--- config.mk ---
export PLATFORM = sky130hd
export DESIGN_NAME = piso_serializer
export DESIGN_NICKNAME = d
export VERILOG_FILES = /design/src/rtl/piso_serializer.sv
export SDC_FILE = /design/constraint.sdc
export NUM_CORES = 1
export LEC_CHECK = 0
export CORE_MARGIN = 5
export CORE_UTILIZATION = 51
export CTS_CLUSTER_DIAMETER = 60
export DETAILED_ROUTE_END_ITERATION = 10
export GPL_TIMING_DRIVEN = 0
export PLACE_DENSITY = 0.85
export SLEW_MARGIN = 10
export SYNTH_ARGS = -nofsm -noshare
export SYNTH_HDL_FRONTEND = slang
export SYNTH_SLANG_ARGS = --single-unit
--- constraint.sdc ---
create_clock -name clk -period 2.4 [get_ports clk]
set_clock_uncertainty 0.15 [all_clocks]
set_input_delay 0.24 -clock clk [delete_from_list [all_inputs] [get_ports clk]]
set_output_delay 0.24 -clock clk [all_outputs]
set_load 0.005 [all_outputs]
--- src/rtl/piso_serializer.sv ---
// Parallel-in/serial-out word serializer with valid/ready on both sides, MSB first.
// Optional trailing even-parity bit per frame when PISO_PARITY_EN is defined.
module piso_serializer #(
    parameter int unsigned NBITS = 32
) (
    input  logic             clk,
    input  logic             rst_n,
    input  logic [NBITS-1:0] word_in,
    input  logic             word_valid,
    output logic             word_ready,
    output logic             bit_out,
    output logic             bit_valid,
    input  logic             bit_ready,
    output logic             bit_last,
    output logic             busy
);

    localparam int unsigned CW = $clog2(NBITS + 1);
`ifdef PISO_PARITY_EN
    localparam int unsigned FRAME = NBITS + 1;
`else
    localparam int unsigned FRAME = NBITS;
`endif
    localparam logic [CW-1:0] LAST_CNT = CW'(FRAME - 1);

    typedef enum logic {
        S_IDLE  = 1'b0,
        S_SHIFT = 1'b1
    } state_t;

    state_t           state, state_nxt;
    logic [NBITS-1:0] shreg, shreg_nxt;
    logic [CW-1:0]    count, count_nxt;
    logic             armed;
    logic             word_acc;
    logic             bit_acc;
`ifdef PISO_PARITY_EN
    logic             par_q, par_nxt;
`endif

    // State and datapath registers; armed keeps word_ready low until the first edge out of reset.
    always_ff @(posedge clk) begin
        if (!rst_n) begin
            state <= S_IDLE;
            shreg <= '0;
            count <= '0;
            armed <= 1'b0;
`ifdef PISO_PARITY_EN
            par_q <= 1'b0;
`endif
        end else begin
            state <= state_nxt;
            shreg <= shreg_nxt;
            count <= count_nxt;
            armed <= 1'b1;
`ifdef PISO_PARITY_EN
            par_q <= par_nxt;
`endif
        end
    end

    // Handshake decode, outputs and next-state logic.
    always_comb begin
        state_nxt  = state;
        shreg_nxt  = shreg;
        count_nxt  = count;
        busy       = 1'b0;
        bit_valid  = 1'b0;
        bit_last   = 1'b0;
        bit_out    = 1'b0;
        word_ready = 1'b0;
`ifdef PISO_PARITY_EN
        par_nxt    = par_q;
`endif

        if (state == S_SHIFT) begin
            busy      = 1'b1;
            bit_valid = 1'b1;
            bit_last  = (count == LAST_CNT);
            bit_out   = shreg[NBITS-1];
`ifdef PISO_PARITY_EN
            if (count == CW'(NBITS)) begin
                bit_out = par_q;
            end
`endif
            word_ready = bit_ready && bit_last;
        end else begin
            word_ready = armed;
        end

        word_acc = word_valid && word_ready;
        bit_acc  = bit_valid && bit_ready;

        case (state)
            S_IDLE: begin
                if (word_acc) begin
                    shreg_nxt = word_in;
                    count_nxt = '0;
                    state_nxt = S_SHIFT;
`ifdef PISO_PARITY_EN
                    par_nxt   = ^word_in;
`endif
                end
            end
            S_SHIFT: begin
                if (bit_acc) begin
                    if (!bit_last) begin
                        shreg_nxt = {shreg[NBITS-2:0], 1'b0};
                        count_nxt = count + CW'(1);
                    end else if (word_acc) begin
                        // Zero-bubble reload: next frame's first bit follows immediately.
                        shreg_nxt = word_in;
                        count_nxt = '0;
`ifdef PISO_PARITY_EN
                        par_nxt   = ^word_in;
`endif
                    end else begin
                        count_nxt = '0;
                        state_nxt = S_IDLE;
                    end
                end
            end
            default: state_nxt = S_IDLE;
        endcase
    end

endmodule

==> flow_metrics.py, run 1 <==
metrics = {
    "sta": {
        "rsz0062_at_grt": "false",
        "slew_violations": 0,
        "finalSetupViolations": 0,
        "finalHoldViolCount": 0,
        "max_freq_mhz": 436,
        "slew-limit-headroom_pct": 62.9,
        "period_needed_ns": 2.30,
        "fin_crit_sh_pct": 95.7,
        "tightest_slew_ns": 0.553,
    },
    "worst_setup_path": {
        "crit_arrival_ns": 1.91,
        "path_delay_family": "buffers and inverters",
        "crit_buf_inv": 3,
        "crit_top_cell": "clkdlybuf4s50_1",
        "crit_path_top_delay_cell": "clkdlybuf4s50_1",
        "cpPeakStageDelay_ns": 0.49,
        "worst_setup_path_start_kind": "input port",
        "criticalPathCategory": "in2out",
        "endpoint_kind": "output port",
        "crit_fanout": 10,
        "required_ns": 2.01,
        "cp_cell_sequence": "clkdlybuf4s50_1, buf_2, nand2_1, nor2_2, a21o_1, clkdlybuf4s50_1",
    },
    "synth": {
        "synth_edf_count": 0,
        "synth_nets": 259,
        "ys_seq_area_share_pct": 40.3,
        "synthTopCellsByArea": "dfxtp_1 40%, mux2i_1 10%, a2bb2oi_1 6.2%",
        "yosysTopAreaCell": "dfxtp_1",
        "ys_seq_elements": 40,
        "synth_cells": 222,
        "synthArstFlopShare_pct": 0,
        "ys_types": 37,
        "syn_avg_cell_area_um2": 8.95,
        "synthDominantCellAreaShare_pct": 40.3,
        "synth.cell_area_um2": 1990,
        "synth_ff_type": "dfxtp_1",
        "yosysWarnings": 0,
    },
    "route": {
        "drc": 0,
        "vias_per_cell": 6.12,
        "drt-total-wl_um": 5400,
        "drtIter0Drc": 307,
        "wl_per_cell_um": 17.0,
        "ant_nets": 0,
        "drt_pass1_iterations": 5,
        "vias": 1947,
    },
    "floorplanning": {
        "die_w_um": 72.4,
        "die_y_um": 72.4,
        "start_util_pct": 53.5,
        "die-area_um2": 5240,
        "rows": 22,
        "core_area_um2": 3720,
        "ios": 41,
    },
    "final_layout": {
        "nets": 306,
        "antenna_cells": 0,
        "postLayoutCoreUtil_pct": 69.0,
        "fillers": 290,
        "layout-drive-gt1-share_pct": 7.41,
        "syn2layout_area_growth_pct": 29.0,
        "layoutNonFillerInstCount": 318,
    },
    "clocking": {
        "root_buffer": "clkbuf_8",
        "worst_skew_pair.late_latency_ns": 0.29,
        "clk_pin_slew_worst_paths_ns": 0.08,
        "cts_tree": "done",
        "htree_levels": 2,
        "cts_made_buffers": 5,
        "cts_hold_buffers": 0,
        "cts_max_path_buffers": 2,
        "cts.sink_count": 40,
    },
    "power_and_ir_drop": {
        "p_leak_uw": 0.000918,
        "powerDensity_nw_per_um2": 560,
        "ir_drop_mv": 0.461,
    },
    "run_status": {
        "status": "completed",
    },
    "grt": {
        "overflow": 0,
        "track_usage_pct": 21.5,
        "grt_pass1_wl_um": 8680,
        "grt_pass1_vias": 1760,
        "antenna_found_initial": 0,
        "grt_max_degree": 13,
    },
    "hold_path": {
        "hold_path_class": "reg2reg",
    },
    "placement": {
        "dp_cells": 310,
        "portBuffers": 40,
        "hpwl_um": 3780,
        "place_congestion": 0.889,
    },
    "flow_run": {
        "drv_cap": 0,
    },
}
-- area by class of cell --
type | instances | area, µm² | area share [%]
Multi-Input combinational cell | 161 | 1100 | 43.0
Sequential cell | 40 | 805 | 31.4
Timing Repair Buffer | 40 | 400 | 15.6
Buffer | 17 | 87.6 | 3.42
Clock buffer | 7 | 86.3 | 3.37
Tap cell | 48 | 60.1 | 2.34
Inverter | 4 | 15.0 | 0.586
Clock inverter | 1 | 7.51 | 0.293
-- worst reg2reg max path, delay by kind of cell, from the launching register on --
kind | cells | cell delay, ns
adder cells (fa/ha/maj) | 1 | 0.22
AND/OR/NAND/NOR | 1 | 0.26
flip-flops | 1 | 0.42
AO/OA/AOI/OAI | 2 | 0.62
buffers and inverters | 2 | 0.48
-- cell usage in the layout (no fill, tap or decap), types with 4 or more instances in the layout --
master and instances:
nor3_1 4, clkdlybuf4s50_1 40, a22oi_1 12, nand2_1 22
mux2i_1 20, o22ai_1 19, nor2_1 6, clkbuf_8 6
nand2b_1 5, inv_1 4, clkbuf_1 10, a2bb2oi_1 14
buf_2 4, a221oi_1 5, dfxtp_1 39, o21ai_0 13
a21oi_1 15
-- where the power goes --
part	switching, µW	internal, µW
registers	27.3	699
logic	115	129
clock network	230	233
-- path summary, 6_finish.rpt --
kind / from / slack (ns) / cells past startpoint / end
max: bit_ready / 0.10 / 6 / word_ready
min reg2reg: shreg[29]$_SDFFE_PN0P_ / 0.33 / 2 / shreg[29]$_SDFFE_PN0P_
max reg2reg: count[0]$_SDFFE_PN0P_ / 0.16 / 6 / shreg[12]$_SDFFE_PN0P_
min: shreg[29]$_SDFFE_PN0P_ / 0.33 / 2 / shreg[29]$_SDFFE_PN0P_
-- cells by family after synthesis --
kind of cell | Yosys count | share of synthesized area, %
AO/OA/AOI/OAI | 85 | 29.9
XOR/XNOR | 3 | 1.32
adder cells (fa/ha/maj) | 1 | 0.630
buffers and inverters | 21 | 4.97
flip-flops | 40 | 40.3
multiplexers | 20 | 10.1
AND/OR/NAND/NOR | 52 | 12.8
-- stage by stage --
stage          hold WS [ns]  setup WS, ns  cell area (µm²)  TNS [ns]  total power [µW]
2_1_floorplan         0.118         0.406             1990         0               870
3_3_place_gp          0.307        -0.209             2450     -1.94               975
3_5_place_dp          0.316        -0.216             2450     -2.34               979
4_1_cts               0.327       0.00956             2540         0              1440
5_1_grt               0.353        0.0163             2560         0              1500
6_report              0.325         0.104             2560         0              1430
-- layer usage --
| layer | share of wire (%) | up-vias | track usage [%] |
|---|---|---|---|
| met5 | 0 | - | 0 |
| met4 | 2.0 | 0 | 9.22 |
| met3 | 6.6 | 10 | 5.68 |
| met2 | 45 | 81 | 31.2 |
| met1 | 46 | 918 | 29.9 |
| li1 | - | 938 | - |
-- what timing repair did --
action                                  in CTS  in global routing
setup buffers                                0                  0
endpoints found under the setup margin       1                 13
resized for setup                            2                  6
pin swaps                                    0                  1
hold endpoints to repair                     0                  0
-- synthesized netlist by cell type (all sizes together) (2+ instances only) --
cell type   n
inv         4
xor2        2
a221oi      5
a22oi      12
clkbuf     10
nand2b      5
o21ai      13
nand3       2
buf         7
a2bb2oi    14
and2        2
a21oi      15
nor3        4
o22ai      19
nand2      22
nor2        8
dfxtp      40
mux2i      20
nand4       2
-- registers in the layout, summed over array words and instances, names as in the netlist --
register	count
armed	1
count	6
shreg	32
state	1
Power figures use the tool's default switching activity.
==> run 2, diff against run 1 <==
- CORE_UTILIZATION: 51 -> 46
- PLACE_DENSITY: 0.85 -> 0.81
- clock period: 2.4 -> 1.92 ns (I/O delays scaled with it)
==> flow_metrics.py, run 2 (same netlist as run 1, synthesis figures left out) <==
metrics = {
    "floorplanning": {
        "die_y_um": 75.7,
        "core_area_um2": 4260,
        "start_util_pct": 46.6,
        "die-area_um2": 5730,
        "rows": 24,
        "ios": 41,
        "die_w_um": 75.7,
    },
    "sta": {
        "period_needed_ns": 1.93,
        "finalSetupViolations": 1,
        "max_freq_mhz": 517,
        "fin_crit_sh_pct": 101,
        "slew_violations": 0,
        "layout_setup_ws_ns": -0.0138,
        "timing.hold.ws_ns": 0.266,
        "slew-limit-headroom_pct": 64.4,
        "finalHoldViolCount": 0,
        "rsz0062_at_grt": "true",
        "tightest_slew_ns": 0.535,
    },
    "route": {
        "vias_per_cell": 6.22,
        "drc": 0,
        "drtIter0Drc": 276,
        "vias": 2132,
        "wl_per_cell_um": 18.8,
        "drt-total-wl_um": 6430,
        "drt_pass1_iterations": 5,
        "ant_nets": 0,
    },
    "final_layout": {
        "layoutNonFillerInstCount": 343,
        "mostFrequentLayoutCells": "36 x clkdlybuf4s50_1, 33 x dfxtp_1, 21 x buf_4",
        "nets": 327,
        "layout-drive-gt1-share_pct": 20.3,
        "antenna_cells": 0,
        "syn2layout_area_growth_pct": 46.7,
        "reg_top3": "shreg (32), count (6)",
        "finalInstanceArea_um2": 2920,
        "largest_register_ffs": 32,
        "top_register": "shreg",
        "final_common_cell": "clkdlybuf4s50_1",
    },
    "placement": {
        "dp_cells": 314,
        "hpwl_um": 3690,
        "placed_area_um2": 2450,
        "portBuffers": 40,
        "place_congestion": 0.849,
    },
    "worst_setup_path": {
        "cpPeakStageDelay_ns": 0.37,
        "crit_buf_inv": 3,
        "cp_cell_sequence": "buf_4, nand3b_1, o41ai_4, buf_6, bufbuf_16, mux2i_1, o22ai_1",
        "required_ns": 1.95,
        "worst_setup_path_start_kind": "flip-flop",
        "crit_fanout": 7,
        "crit_path_top_delay_cell": "dfxtp_4",
        "crit_arrival_ns": 1.96,
        "path_delay_family": "buffers and inverters",
        "criticalPathCategory": "reg2reg",
        "endpoint_kind": "flip-flop",
    },
    "clocking": {
        "cts_max_path_buffers": 2,
        "cts_tree": "done",
        "cts.sink_count": 40,
        "worst_skew_pair.late_latency_ns": 0.30,
        "cts_hold_buffers": 0,
        "htree_levels": 2,
        "root_buffer": "clkbuf_8",
        "clk_pin_slew_worst_paths_ns": 0.08,
        "cts_made_buffers": 5,
    },
    "grt": {
        "grt_pass1_vias": 1949,
        "track_usage_pct": 22.3,
        "grt_max_degree": 13,
        "overflow": 0,
        "antenna_found_initial": 0,
        "grt_pass1_wl_um": 9630,
    },
    "power_and_ir_drop": {
        "ir_drop_mv": 0.397,
        "powerDensity_nw_per_um2": 673,
        "p_leak_uw": 0.00111,
    },
    "flow_run": {
        "drv_cap": 0,
    },
    "run_status": {
        "violations": "setup timing",
        "status": "complete, but fails checks",
    },
    "hold_path": {
        "hold_path_class": "in2reg",
    },
}
-- run 2: cell count changes in the layout (fill, tap and decap cells not counted), moves of 4 or more --
cell and change:
buf_2 -4, buf_4 +19, clkdlybuf4s50_1 -4, dfxtp_1 -6, dfxtp_4 +5
-- run 2: power by group --
part	switching [µW]	internal, µW	leakage, µW
Clock	303	386	0.0000552
Sequential	34.0	868	0.000332
Combinational	166	204	0.000720
Total	503	1460	0.00111
-- run 2: per-stage QoR --
| stage | setup slack (ns) | total power, µW | utilization (%) | setup TNS, ns |
|---|---|---|---|---|
| global placement | -0.648 | 1220 | 57.5 | -15.95 |
| global route | -0.0132 | 2020 | 68.4 | -0.0575 |
| CTS | 0.00106 | 1940 | 66.4 | 0 |
| floorplan | -0.0269 | 1090 | - | -0.207 |
| finish | -0.0138 | 1960 | 68.4 | -0.0138 |
| detailed placement | -0.638 | 1220 | 57.5 | -16.19 |
-- run 2: final cells by class --
cell class,instances,area [µm²]
Multi-Input combinational cell,161,1150
Clock buffer,6,72.6
Fill cell,321,1350
Inverter,4,18.8
Tap cell,52,65.1
Buffer,17,130
Clock inverter,2,35.0
Sequential cell,40,825
Timing Repair Buffer,61,614
-- run 2: final timing paths --
kind                          start                     end  slack, ns  cells after the start
max                state$_SDFF_PN0_   shreg[8]$_SDFFE_PN0P_      -0.01                      7
min                      word_valid   shreg[5]$_SDFFE_PN0P_       0.27                      4
max reg2reg        state$_SDFF_PN0_   shreg[8]$_SDFFE_PN0P_      -0.01                      7
min reg2reg  shreg[29]$_SDFFE_PN0P_  shreg[29]$_SDFFE_PN0P_       0.32                      2
-- run 2: repair_timing --
item / 4_1_cts / 5_1_grt
hold endpoints to repair: 0 / 0
cloned: 2 / 0
buffers inserted: 12 / 7
resized for setup: 41 / 9
pin swaps: 6 / 10
endpoints found under the setup margin: 37 / 29
-- run 2: worst register-to-register path: stages, from the launching register on --
cell       delay [ns]
dfxtp_4          0.37
buf_4            0.15
nand3b_1         0.26
o41ai_4          0.10
buf_6            0.18
bufbuf_16        0.27
mux2i_1          0.23
o22ai_1          0.10
-- run 2: per-layer routing --
layer	part of all wire [%]	vias to the layer above	global-route usage (%)
met1	41	1016	29.4
met5	0	-	0
met3	9.0	18	5.01
met4	2.3	0	7.18
met2	47	119	36.1
li1	-	979	-
==> run 3, diff against run 2 <==
- CORE_ASPECT_RATIO: not set -> 0.8
==> flow_metrics.py, run 3 (same netlist as run 1, synthesis figures left out) <==
metrics = {
    "floorplanning": {
        "die-area_um2": 5740,
        "rows": 21,
        "ios": 41,
        "die_w_um": 83.5,
        "start_util_pct": 47.6,
        "die_y_um": 68.8,
        "core_area_um2": 4180,
    },
    "clocking": {
        "cts.sink_count": 40,
        "cts_max_path_buffers": 2,
        "cts_made_buffers": 5,
        "root_buffer": "clkbuf_8",
        "cts_tree": "done",
        "htree_levels": 2,
        "cts_hold_buffers": 0,
        "worst_skew_pair.late_latency_ns": 0.30,
        "clk_pin_slew_worst_paths_ns": 0.08,
    },
    "grt": {
        "grt_max_degree": 14,
        "overflow": 0,
        "use_met1_pct": 27.4,
        "use_met3_pct": 6.89,
        "grt_util_met2_pct": 32.3,
        "antenna_found_initial": 0,
        "grt.busiest_layer": "met2",
        "track_usage_pct": 20.8,
        "grt_pass1_vias": 1859,
        "grt_pass1_wl_um": 9290,
    },
    "sta": {
        "slew_violations": 0,
        "finalSetupViolations": 0,
        "period_needed_ns": 1.90,
        "slew-limit-headroom_pct": 66.7,
        "layout_setup_ws_ns": 0.0228,
        "tightest_slew_ns": 0.499,
        "fin_crit_sh_pct": 98.8,
        "rsz0062_at_grt": "true",
        "finalHoldViolCount": 0,
        "max_freq_mhz": 527,
    },
    "final_layout": {
        "mostFrequentLayoutCells": "37 x clkdlybuf4s50_1, 33 x dfxtp_1, 20 x nand2_1, 20 x mux2i_1, 19 x o22ai_1",
        "layoutNonFillerInstCount": 339,
        "antenna_cells": 0,
        "reg_top3": "shreg (32), count (6)",
        "layout-drive-gt1-share_pct": 18.1,
        "finalInstanceArea_um2": 2790,
        "nets": 318,
        "top_register": "shreg",
        "postLayoutCoreUtil_pct": 66.8,
        "fillers": 324,
        "final_common_cell": "clkdlybuf4s50_1",
        "largest_register_ffs": 32,
        "syn2layout_area_growth_pct": 40.6,
    },
    "worst_setup_path": {
        "crit_arrival_ns": 1.91,
        "r2r_start": "count[5]$_SDFFE_PN0P_",
        "crit_fanout": 10,
        "criticalPathCategory": "reg2reg",
        "required_ns": 1.94,
        "cp-startpoint": "count[5]$_SDFFE_PN0P_",
        "worst_setup_path_start_kind": "flip-flop",
        "endpoint_kind": "flip-flop",
    },
    "placement": {
        "hpwl_um": 3860,
        "dp_cells": 319,
        "dp_slack_ns": -0.656,
        "portBuffers": 40,
        "place_congestion": 0.877,
        "placed_area_um2": 2460,
    },
    "route": {
        "drt-total-wl_um": 6100,
        "vias_per_cell": 5.96,
        "wl_per_cell_um": 18.0,
        "ant_nets": 0,
        "vias": 2020,
        "drc": 0,
        "drt_pass1_iterations": 6,
        "drtIter0Drc": 267,
    },
    "flow_run": {
        "drv_cap": 0,
    },
    "power_and_ir_drop": {
        "p_leak_uw": 0.00104,
        "ir_drop_mv": 0.414,
        "powerDensity_nw_per_um2": 692,
    },
    "hold_path": {
        "worstHoldStart": "word_valid",
        "hold_path_class": "in2reg",
    },
    "run_status": {
        "status": "completed",
    },
}
run 3: changes by cell type in the layout (fill, tap and decap cells not counted), sizes merged:
cell           before  now
buf                25   18
inv                 3    4
dlymetal6s2s        2    1
clkdlybuf4s50      36   37
bufbuf              2    0
clkbuf             17   16
run 3: power breakdown:
group | switching [µW] | total, µW | internal, µW
sequential | 35.8 | 907 | 871
combinational | 159 | 341 | 182
clock | 300 | 684 | 384
run 3: worst paths after layout:
check	depth (start not counted)	endpoint	slack (ns)
worst min-delay path	4	shreg[3]$_SDFFE_PN0P_	0.28
worst max-delay path	6	shreg[18]$_SDFFE_PN0P_	0.02
worst max register to register	6	shreg[18]$_SDFFE_PN0P_	0.02
worst min register to register	2	shreg[21]$_SDFFE_PN0P_	0.33
run 3: layer usage:
metal,vias to the layer above,share of wire [%]
met3,21,8.1
met5,-,0
li1,956,-
met2,108,43
met1,935,46
met4,0,3.1
run 3: worst max-delay path, stage by stage, from the launching register on:
cell and delay, ns:
dfxtp_4 0.36, nand4b_1 0.25, buf_4 0.22, nor2_4 0.15, buf_2 0.24, a2bb2oi_1 0.27, o22ai_1 0.13
run 3: through the flow:
stage	power (µW)	TNS, ns	hold slack [ns]
5_1_grt	2020	-0.125	0.306
2_1_floorplan	1090	-0.207	0.0697
4_1_cts	1920	0	0.329
3_3_place_gp	1220	-16.06	0.308
3_5_place_dp	1230	-17.35	0.317
6_report	1930	0	0.284
run 3: final cells by class:
cell class,count,area (µm²),area share (%)
plain buffers,17,121,4.35
clock buffers,5,68.8,2.46
clock inverters,3,42.5,1.52
inverters,4,17.5,0.627
multi-input cells,161,1160,41.4
flip-flops and latches,40,820,29.3
well taps,57,71.3,2.55
repair buffers,52,494,17.7
run 3: what timing repair did:
action | CTS | global route
setup buffers | 5 | 6
setup endpoints to repair | 36 | 34
gates cloned | 1 | 0
resized for setup | 33 | 13
pin swaps | 4 | 4
